--- src/rtl/mem_bus_arbiter.sv ---
// Shares one memory bus between the fetch port and the data port through a grant FSM with a watchdog abort.
// Optional build macro MEMARB_RR_EN: round-robin arbitration instead of fixed data-over-fetch priority.
module mem_bus_arbiter #(
  parameter int unsigned TIMEOUT_CYCLES = 255
) (
  input  logic        clk,
  input  logic        rst,
  input  logic        if_req,
  input  logic [31:0] if_addr,
  output logic [31:0] if_rdata,
  output logic        if_ready_n,
  input  logic        d_req,
  input  logic        d_write,
  input  logic [1:0]  d_size,
  input  logic [31:0] d_addr,
  input  logic [31:0] d_wdata,
  output logic [31:0] d_rdata,
  output logic        d_ready_n,
  output logic        m_req,
  output logic        m_write,
  output logic [1:0]  m_size,
  output logic [31:0] m_addr,
  output logic [31:0] m_wdata,
  input  logic [31:0] m_rdata,
  input  logic        m_ready_n,
  input  logic        m_busy,
  output logic        err
);

  localparam logic [1:0] IDLE  = 2'd0;
  localparam logic [1:0] BUS_I = 2'd1;
  localparam logic [1:0] BUS_D = 2'd2;

  localparam logic [7:0] TIMEOUT_LAST = 8'(TIMEOUT_CYCLES - 1);

  logic [1:0] state;
  logic [7:0] wd_cnt;
  logic       in_bus;
  logic       ack;
  logic       abort;
  logic       done;
  logic       grant_any;
  logic       grant_d;
  logic       prio_d;

  assign in_bus    = (state == BUS_I) || (state == BUS_D);
  assign ack       = in_bus && !m_ready_n;
  // The abort fires on the last allowed cycle, so the owner still completes that cycle.
  assign abort     = in_bus && m_ready_n && (wd_cnt == TIMEOUT_LAST);
  assign done      = ack || abort;
  assign grant_any = (state == IDLE) && !m_busy && (if_req || d_req);
  assign grant_d   = d_req && (!if_req || prio_d);

`ifdef MEMARB_RR_EN
  logic last_grant_d;

  // Data wins a tie only if the fetch port was the last one served.
  assign prio_d = !last_grant_d;

  always_ff @(posedge clk or negedge rst) begin
    if (!rst) begin
      last_grant_d <= 1'b0;
    end else if (grant_any) begin
      last_grant_d <= grant_d;
    end
  end
`else
  assign prio_d = 1'b1;
`endif

  // NOTE: sequential state uses non-blocking assignments so every register samples pre-edge values.
  always_ff @(posedge clk or negedge rst) begin
    if (!rst) begin
      state   <= IDLE;
      wd_cnt  <= 8'd0;
      m_req   <= 1'b0;
      m_write <= 1'b0;
      m_size  <= 2'd0;
      m_addr  <= 32'd0;
      m_wdata <= 32'd0;
    end else begin
      case (state)
        IDLE: begin
          if (grant_any) begin
            state   <= grant_d ? BUS_D : BUS_I;
            wd_cnt  <= 8'd0;
            m_req   <= 1'b1;
            m_write <= grant_d && d_write;
            m_size  <= grant_d ? d_size : 2'd2;
            m_addr  <= grant_d ? d_addr : if_addr;
            m_wdata <= grant_d ? d_wdata : 32'd0;
          end
        end
        BUS_I, BUS_D: begin
          if (done) begin
            state  <= IDLE;
            m_req  <= 1'b0;
            wd_cnt <= 8'd0;
          end else begin
            wd_cnt <= wd_cnt + 8'd1;
          end
        end
        default: begin
          state <= IDLE;
          m_req <= 1'b0;
        end
      endcase
    end
  end

  // NOTE: every output gets a default first so the combinational block cannot infer a latch.
  always_comb begin
    if_ready_n = 1'b1;
    if_rdata   = 32'd0;
    d_ready_n  = 1'b1;
    d_rdata    = 32'd0;
    err        = abort;
    if (done) begin
      if (state == BUS_I) begin
        if_ready_n = 1'b0;
        if_rdata   = ack ? m_rdata : 32'd0;
      end else if (state == BUS_D) begin
        d_ready_n = 1'b0;
        d_rdata   = ack ? m_rdata : 32'd0;
      end
    end
  end

endmodule
--- config.mk ---
export PLATFORM = sky130hd
export DESIGN_NAME = mem_bus_arbiter
export DESIGN_NICKNAME = d
export VERILOG_FILES = /design/src/rtl/mem_bus_arbiter.sv
export SDC_FILE = /design/constraint.sdc
export NUM_CORES = 1
export LEC_CHECK = 0
export CAP_MARGIN = 40
export CORE_MARGIN = 3
export CORE_UTILIZATION = 32
export CTS_CLUSTER_DIAMETER = 120
export DETAILED_ROUTE_END_ITERATION = 10
export PLACE_DENSITY = 0.78
export SETUP_SLACK_MARGIN = 0.02
export SLEW_MARGIN = 5
export SYNTH_ARGS = -nofsm -noshare
export SYNTH_HDL_FRONTEND = slang
export SYNTH_SLANG_ARGS = --single-unit
--- constraint.sdc ---
create_clock -name clk -period 2.05 [get_ports clk]
set_input_delay 0.5125 -clock clk [delete_from_list [all_inputs] [get_ports clk]]
set_output_delay 0.5125 -clock clk [all_outputs]
set_load 0.005 [all_outputs]
==> impl_table.tex, run 1 <==
\begin{tabular}{lr}
\hline
Metric & Value \\
\hline
\multicolumn{2}{l}{\textbf{CTS}} \\
Post-cts hold buffer count & 0 \\
Source-to-sink clock delay at the later pin of the worst-skew pair & 0.32 ns \\
CTS clk-pin slew, worst paths & 0.07 ns \\
CTS tree & yes \\
TritonCTS Buffers & 9 \\
Number of buffers on the longest clock path & 2 \\
Sinks on Clock Net & 78 \\
CTS root buffer & clkbuf\_16 \\
Clock H-tree levels & 3 \\
\multicolumn{2}{l}{\textbf{Synth}} \\
Sequential area share after synthesis & 50.9\% \\
Count of mapped cells out of synthesis & 365 \\
Number of unique standard cell types used by synthesis & 35 \\
Cell area after technology mapping & $\sim$3800 um\^{}2 \\
Warnings, synthesis & 0 \\
Share of flip-flops with an asynchronous set or reset after synthesis & 100\% \\
Synthesized net count & 507 \\
Main flop type after synthesis & dfrtp\_1 \\
Avg Synthesized Cell Area & 10.5 um\^{}2 \\
Number of flops mapped to enable cells by yosys & 0 \\
Post-synthesis sequential element count & about 80 \\
\multicolumn{2}{l}{\textbf{Layout}} \\
Area overhead of the layout relative to synthesis & 99.0\% \\
Non-filler cells, final & approximately 820 \\
Top library cells by usage in the layout, fill and taps aside & 201 x clkdlybuf4s50\_1, 78 x dfrtp\_1, 73 x buf\_6 \\
Most frequent standard cell in the layout excluding fill and tap cells & clkdlybuf4s50\_1 \\
Share of final-layout standard cells stronger than drive strength 1 & about 30\% \\
Number of filler instances in the final layout & between 800 and 900 \\
Final layout net count & $\sim$820 \\
Non-Filler Cell Area, Final & 7630 um\^{}2 \\
\multicolumn{2}{l}{\textbf{Status}} \\
Status & complete, but fails checks \\
Violated checks & setup timing \\
\multicolumn{2}{l}{\textbf{Setup path}} \\
Setup CP Type & flop to output pin \\
Required time at the worst-slack endpoint & 1.54 ns \\
Data arrival, critical path & 2.02 ns \\
Worst r2r path cells & 8 \\
Startpoint of the worst register-to-register path & state[1] \\
Worst Path Buf+Inv & 7 \\
Largest fanout on the critical path & 4 \\
FF-to-FF End & state[1] \\
Library cell contributing the largest single delay on the critical path & dfrtp\_1 \\
Cell repeated most along the worst path & buf\_6 \\
CP Capture Type & output pin \\
Worst path max stage delay & 0.37 ns \\
Type of element launching the critical path & flop \\
Cells along the critical path & inv\_2 > ha\_4 > inv\_4 > nor4b\_4 > buf\_6 > buf\_6 > buf\_6 > buf\_6 > and2\_4 > buf\_6 \\
Family with the most delay on the worst path & buffers and inverters \\
R2R Setup Slk & 0.21 ns \\
\multicolumn{2}{l}{\textbf{Die}} \\
Die area & 13300 um\^{}2 \\
Initial core utilization & 33.1\% \\
Horizontal extent of the die & 115 um \\
Ports & between 200 and 300 \\
Chip Height & between 100 and 150 um \\
Core area & 11600 um\^{}2 \\
Number of core rows & 39 \\
\multicolumn{2}{l}{\textbf{Power}} \\
Leak & around 3.6 nW \\
Comb pwr share & 49.6\% \\
Clock Power Share & between 10\% and 20\% \\
Switching Power & 2.59 mW \\
Total power divided by cell area & approximately 1100 nW/um\^{}2 \\
Switching share of power & 31.7\% \\
Power consumption & 8.17 mW \\
Part of the power in registers & 32.0\% \\
Internal power & around 5.6 mW \\
Peak VDD IR & a little under 0.7 mV \\
\multicolumn{2}{l}{\textbf{Global routing}} \\
Remaining global-route overflow & 0 \\
All-layer global routing usage & 21.2\% \\
Pin count of the biggest net entering global routing & 41 \\
First-pass GRT wire length & 22100 um \\
Initial antenna violation count & 0 \\
Via count of the first global-routing pass & a little over 4000 \\
\multicolumn{2}{l}{\textbf{Worst hold path}} \\
Path type of the worst min-delay path & primary input to async pin \\
\multicolumn{2}{l}{\textbf{Timing}} \\
Final Worst Setup Slack & -0.479 ns \\
Worst-margin pin slew & 0.522 ns \\
Final critical path time including I/O delays and setup & about 2.5 ns \\
Final-layout worst hold slack & 0.152 ns \\
Worst clock skew & about 0.0069 ns \\
Relative max-transition margin & about two thirds \\
Setup repair after global routing missed its margin & yes \\
Final Max Slew Viols & 0 \\
Final setup violating endpoints & between 60 and 70 \\
Final worst path period share & 123\% \\
Fmax & 395 MHz \\
Setup TNS Final & -23.58 ns \\
Final count of hold timing violations & 0 \\
\multicolumn{2}{l}{\textbf{Place}} \\
\# port buffers & 271 \\
Placed cell count & 777 \\
Total half-perimeter wirelength after legalization and detailed placement & 10900 um \\
Final weighted congestion in routability-driven placement & 0.917 \\
Placed inst area & 6840 um\^{}2 \\
\multicolumn{2}{l}{\textbf{Drt}} \\
DRC & 0 \\
Total via count after detailed routing & 3998 \\
Number of iterations in the first detailed-routing pass & 4 \\
Average wire per standard cell & 18.5 um \\
Via/cell ratio & 4.85 \\
Total length of routed wires & 15200 um \\
Number of DRC violations after detailed-routing iteration 0 & 187 \\
Antenna-violating nets left & 0 \\
\multicolumn{2}{l}{\textbf{Flow run}} \\
Max\_cap viols & 0 \\
\hline
\end{tabular}
per-layer routing:
| metal | wire, um | vias to the layer above | track usage [%] |
|---|---|---|---|
| met1 | 5990 | 1953 | 25.8 |
| met2 | 8110 | 131 | 38.5 |
| met3 | 846 | 22 | 3.97 |
| met4 | 283 | 0 | 5.87 |
| met5 | 0 | - | 0 |
| li1 | - | 1892 | - |
sequential cells by signal, summed over array words and instances (netlist names):
register,count
m_addr,32
m_req,1
m_size,2
m_wdata,32
m_write,1
state,2
wd_cnt,8
power groups by stage:
stage	Combinational, mW	Sequential (mW)	Clock, mW
after global placement	3.54	2.59	0
after CTS	3.94	2.61	1.54
final	4.05	2.61	1.50
after detailed placement	3.63	2.62	0
after floorplan	1.20	2.66	0
after global routing	4.36	2.70	1.60
repair_timing:
| action | 4_1_cts | 5_1_grt |
|---|---|---|
| pin swaps | 54 | 8 |
| buffers inserted | 19 | 7 |
| setup endpoints to repair | 67 | 67 |
| hold endpoints to repair | 0 | 0 |
| cloned | 5 | 0 |
| resized for setup | 367 | 51 |
cells by family after synthesis:
kind of cell,after synthesis,synth area share (%)
AO/OA/AOI/OAI,92,16.7
adder cells (fa/ha/maj),5,1.63
buffers and inverters,33,4.08
flip-flops,78,50.9
multiplexers,33,8.62
AND/OR/NAND/NOR,124,18.1
cell type report:
cell class | instances | area, um^2 | area share [%]
antenna | 1 | 2.50 | 0.0328
multi-input combinational | 254 | 1950 | 25.5
timing repair buffer | 326 | 3240 | 42.5
clock buffer | 9 | 225 | 2.95
inverter | 6 | 25.0 | 0.328
sequential | 78 | 1950 | 25.6
clock inverter | 7 | 57.6 | 0.754
tap | 143 | 179 | 2.35
Yosys cell counts (2+ instances only):
cell / number / area, um^2
dfrtp_1: 78 / 1950
and2_1: 65 / 407
o21ai_0: 38 / 190
nand2_1: 36 / 135
a22o_1: 34 / 298
mux2i_1: 33 / 330
buf_2: 17 / 85.1
clkbuf_1: 8 / 30.0
nor2_1: 7 / 26.3
a31oi_1: 6 / 37.5
inv_1: 6 / 22.5
ha_1: 5 / 62.6
nand2b_1: 3 / 18.8
a21o_1: 2 / 15.0
and3_1: 2 / 12.5
and3_2: 2 / 15.0
nand3_1: 2 / 10.0
nor3_1: 2 / 10.0
o211a_1: 2 / 20.0
o2bb2ai_1: 2 / 17.5
through the flow:
stage / utilization, % / setup slack [ns]
floorplan: - / 0.0516
global placement: 59.1 / -0.634
detailed placement: 59.1 / -0.717
CTS: 63.7 / -0.444
global route: 66.0 / -0.557
finish: 66.0 / -0.479
worst max-delay path by stage:
stage                              to  slack, ns      start  cells past startpoint
after global placement    d_rdata[17]      -0.63  m_ready_n                      5
final                     d_rdata[27]      -0.48   state[0]                     10
after floorplan           d_rdata[10]       0.05   state[0]                      6
after global routing      d_rdata[22]      -0.56   state[0]                     10
after CTS                  d_rdata[0]      -0.44   state[0]                      9
after detailed placement  d_rdata[12]      -0.72  m_ready_n                      5
Note: power is estimated with default switching activity, not from simulation.
==> run 2, diff against run 1 <==
Settings changed: CTS_CLUSTER_SIZE from default to 25.
==> results of run 2 <==
No change in the layout: final DEF, timing and power equal those of run 1.
==> run 3, diff against run 2 <==
--- a/config.mk
+++ b/config.mk
@@ -7,2 +7,3 @@
 export LEC_CHECK = 0
+export ABC_AREA = 0
 export CAP_MARGIN = 40
==> constraint.sdc (replaced) <==
create_clock -name clk -period 2.05 [get_ports clk]
set_input_delay 0.615 -clock clk [delete_from_list [all_inputs] [get_ports clk]]
set_output_delay 0.615 -clock clk [all_outputs]
set_load 0.005 [all_outputs]
==> run 3 against run 2 <==
The run still ends with setup timing left. Combinational power grew 5.4%. Via count shrank 0.45%. Critical path depth shrank 1. Clock skew shrank 0.0022 ns. Setup slack lost 0.11 ns. Non-clock buffer count shrank 5.
==> impl_table.tex, run 3 (same netlist as run 1, synthesis figures left out) <==
\begin{tabular}{lr}
\hline
Metric & Value \\
\hline
\multicolumn{2}{l}{\textbf{Die}} \\
Number of core rows & 39 \\
Horizontal extent of the die & 115 um \\
Chip Height & roughly 120 um \\
Initial core utilization & 33.1\% \\
Ports & 272 \\
Die area & 13300 um\^{}2 \\
Core area & 11600 um\^{}2 \\
\multicolumn{2}{l}{\textbf{Layout}} \\
Most frequent standard cell in the layout excluding fill and tap cells & clkdlybuf4s50\_1 \\
Non-filler cells, final & 820 \\
Final Core Density & 66.9\% \\
Non-Filler Cell Area, Final & about 7700 um\^{}2 \\
Top library cells by usage in the layout, fill and taps aside & 201 x clkdlybuf4s50\_1, 78 x dfrtp\_1, 63 x buf\_6 \\
Share of final-layout standard cells stronger than drive strength 1 & 30.7\% \\
Biggest regs & m\_addr (32), m\_wdata (32), wd\_cnt (8) \\
Final layout net count & 812 \\
Area overhead of the layout relative to synthesis & 102\% \\
\multicolumn{2}{l}{\textbf{Global routing}} \\
Initial antenna violation count & 0 \\
Remaining global-route overflow & 0 \\
First-pass GRT wire length & around 22000 um \\
All-layer global routing usage & 21.3\% \\
Pin count of the biggest net entering global routing & 53 \\
Via count of the first global-routing pass & 4217 \\
\multicolumn{2}{l}{\textbf{Drt}} \\
Number of iterations in the first detailed-routing pass & 4 \\
Total length of routed wires & 15100 um \\
Number of DRC violations after detailed-routing iteration 0 & 133 \\
DRC & 0 \\
Antenna-violating nets left & 0 \\
Average wire per standard cell & 18.4 um \\
Via/cell ratio & 4.85 \\
Total via count after detailed routing & $\sim$4000 \\
\multicolumn{2}{l}{\textbf{Power}} \\
Peak VDD IR & between 0.6 and 0.7 mV \\
Leak & $\sim$3.6 nW \\
Total power divided by cell area & $\sim$1100 nW/um\^{}2 \\
Power consumption & 8.47 mW \\
\multicolumn{2}{l}{\textbf{CTS}} \\
CTS root buffer & clkbuf\_16 \\
Number of buffers on the longest clock path & 2 \\
TritonCTS Buffers & 9 \\
CTS clk-pin slew, worst paths & roughly 0.06 ns \\
Source-to-sink clock delay at the later pin of the worst-skew pair & about 0.32 ns \\
Clock H-tree levels & 3 \\
Post-cts hold buffer count & 0 \\
Sinks on Clock Net & 78 \\
CTS tree & yes \\
\multicolumn{2}{l}{\textbf{Setup path}} \\
Largest fanout on the critical path & 8 \\
Setup CP Type & flop to output pin \\
Cell repeated most along the worst path & buf\_6 \\
Worst path max stage delay & around 0.36 ns \\
Required time at the worst-slack endpoint & 1.43 ns \\
Library cell contributing the largest single delay on the critical path & dfrtp\_1 \\
Family with the most delay on the worst path & buffers and inverters \\
Type of element launching the critical path & flop \\
CP Capture Type & output pin \\
Data arrival, critical path & 2.02 ns \\
Cells along the critical path & inv\_2 > ha\_4 > inv\_6 > nor4b\_4 > buf\_4 > buf\_6 > buf\_6 > and2\_4 > buf\_6 \\
Worst Path Buf+Inv & 6 \\
\multicolumn{2}{l}{\textbf{Place}} \\
Setup Slack @ Placement & -0.907 ns \\
Placed inst area & 6910 um\^{}2 \\
Final weighted congestion in routability-driven placement & 0.923 \\
Total half-perimeter wirelength after legalization and detailed placement & 10700 um \\
Placed cell count & about 800 \\
\# port buffers & 271 \\
\multicolumn{2}{l}{\textbf{Timing}} \\
Fmax & 379 MHz \\
Final worst path period share & 129\% \\
Final-layout worst hold slack & between 0.2 and 0.25 ns \\
Worst-margin pin slew & roughly 0.43 ns \\
Relative max-transition margin & between 70\% and 80\% \\
Final setup violating endpoints & 67 \\
Final Worst Setup Slack & -0.587 ns \\
Final Max Slew Viols & 0 \\
Worst clock skew & roughly 0.0047 ns \\
Final critical path time including I/O delays and setup & 2.64 ns \\
Setup TNS Final & -33.70 ns \\
Setup repair after global routing missed its margin & yes \\
Final count of hold timing violations & 0 \\
\multicolumn{2}{l}{\textbf{Worst hold path}} \\
Path type of the worst min-delay path & primary input to async pin \\
\multicolumn{2}{l}{\textbf{Flow run}} \\
Max\_cap viols & 0 \\
\multicolumn{2}{l}{\textbf{Status}} \\
Violated checks & setup timing \\
Status & complete, but fails checks \\
\hline
\end{tabular}
run 3: cell count changes in the layout (fill, tap and decap cells not counted), sizes merged:
cell	delta
clkbuf	+3
bufinv	+1
clkdlybuf4s15	+5
dlygate4sd2	-1
clkinvlp	-2
inv	-2
buf	-9
diode	+1
run 3: what timing repair did:
| action | CTS | global route |
|---|---|---|
| endpoints found under the setup margin | 67 | 67 |
| setup buffers | 18 | 6 |
| resized for setup | 343 | 72 |
| pin swaps | 36 | 12 |
| cloned | 5 | 0 |
run 3: path summary, 6_finish.rpt:
| path | start | end | slack, ns | cells past startpoint |
|---|---|---|---|---|
| max in group asynchronous | rst | m_wdata[6] | 1.23 | 2 |
| min reg2reg | m_addr[25] | m_addr[25] | 0.48 | 2 |
| max | state[1] | d_rdata[21] | -0.59 | 9 |
| max reg2reg | state[0] | state[1] | 0.09 | 11 |
| min | rst | m_write | 0.23 | 1 |
| min in group clk | m_addr[25] | m_addr[25] | 0.48 | 2 |
run 3: final cells by class:
type	instances	area (um^2)
antenna	2	5.00
clock inverter	4	45.0
sequential	78	1950
tap	143	179
inverter	6	27.5
clock buffer	12	256
multi-input combinational	254	1960
timing repair buffer	321	3310
fill	866	3830
run 3: metal layers:
layer	GRT usage (%)	vias up	wire length, um
li1	-	1881	-
met1	22.1	1887	5120
met2	39.7	183	8270
met3	6.16	29	1390
met4	8.92	0	332
met5	0	-	0
run 3: report_power, final:
part	internal, mW	switching, mW	leakage [nW]
Combinational	2.68	1.59	2.41
Sequential	2.23	0.395	0.991
Clock	1.00	0.573	0.152
Total	5.91	2.55	3.55
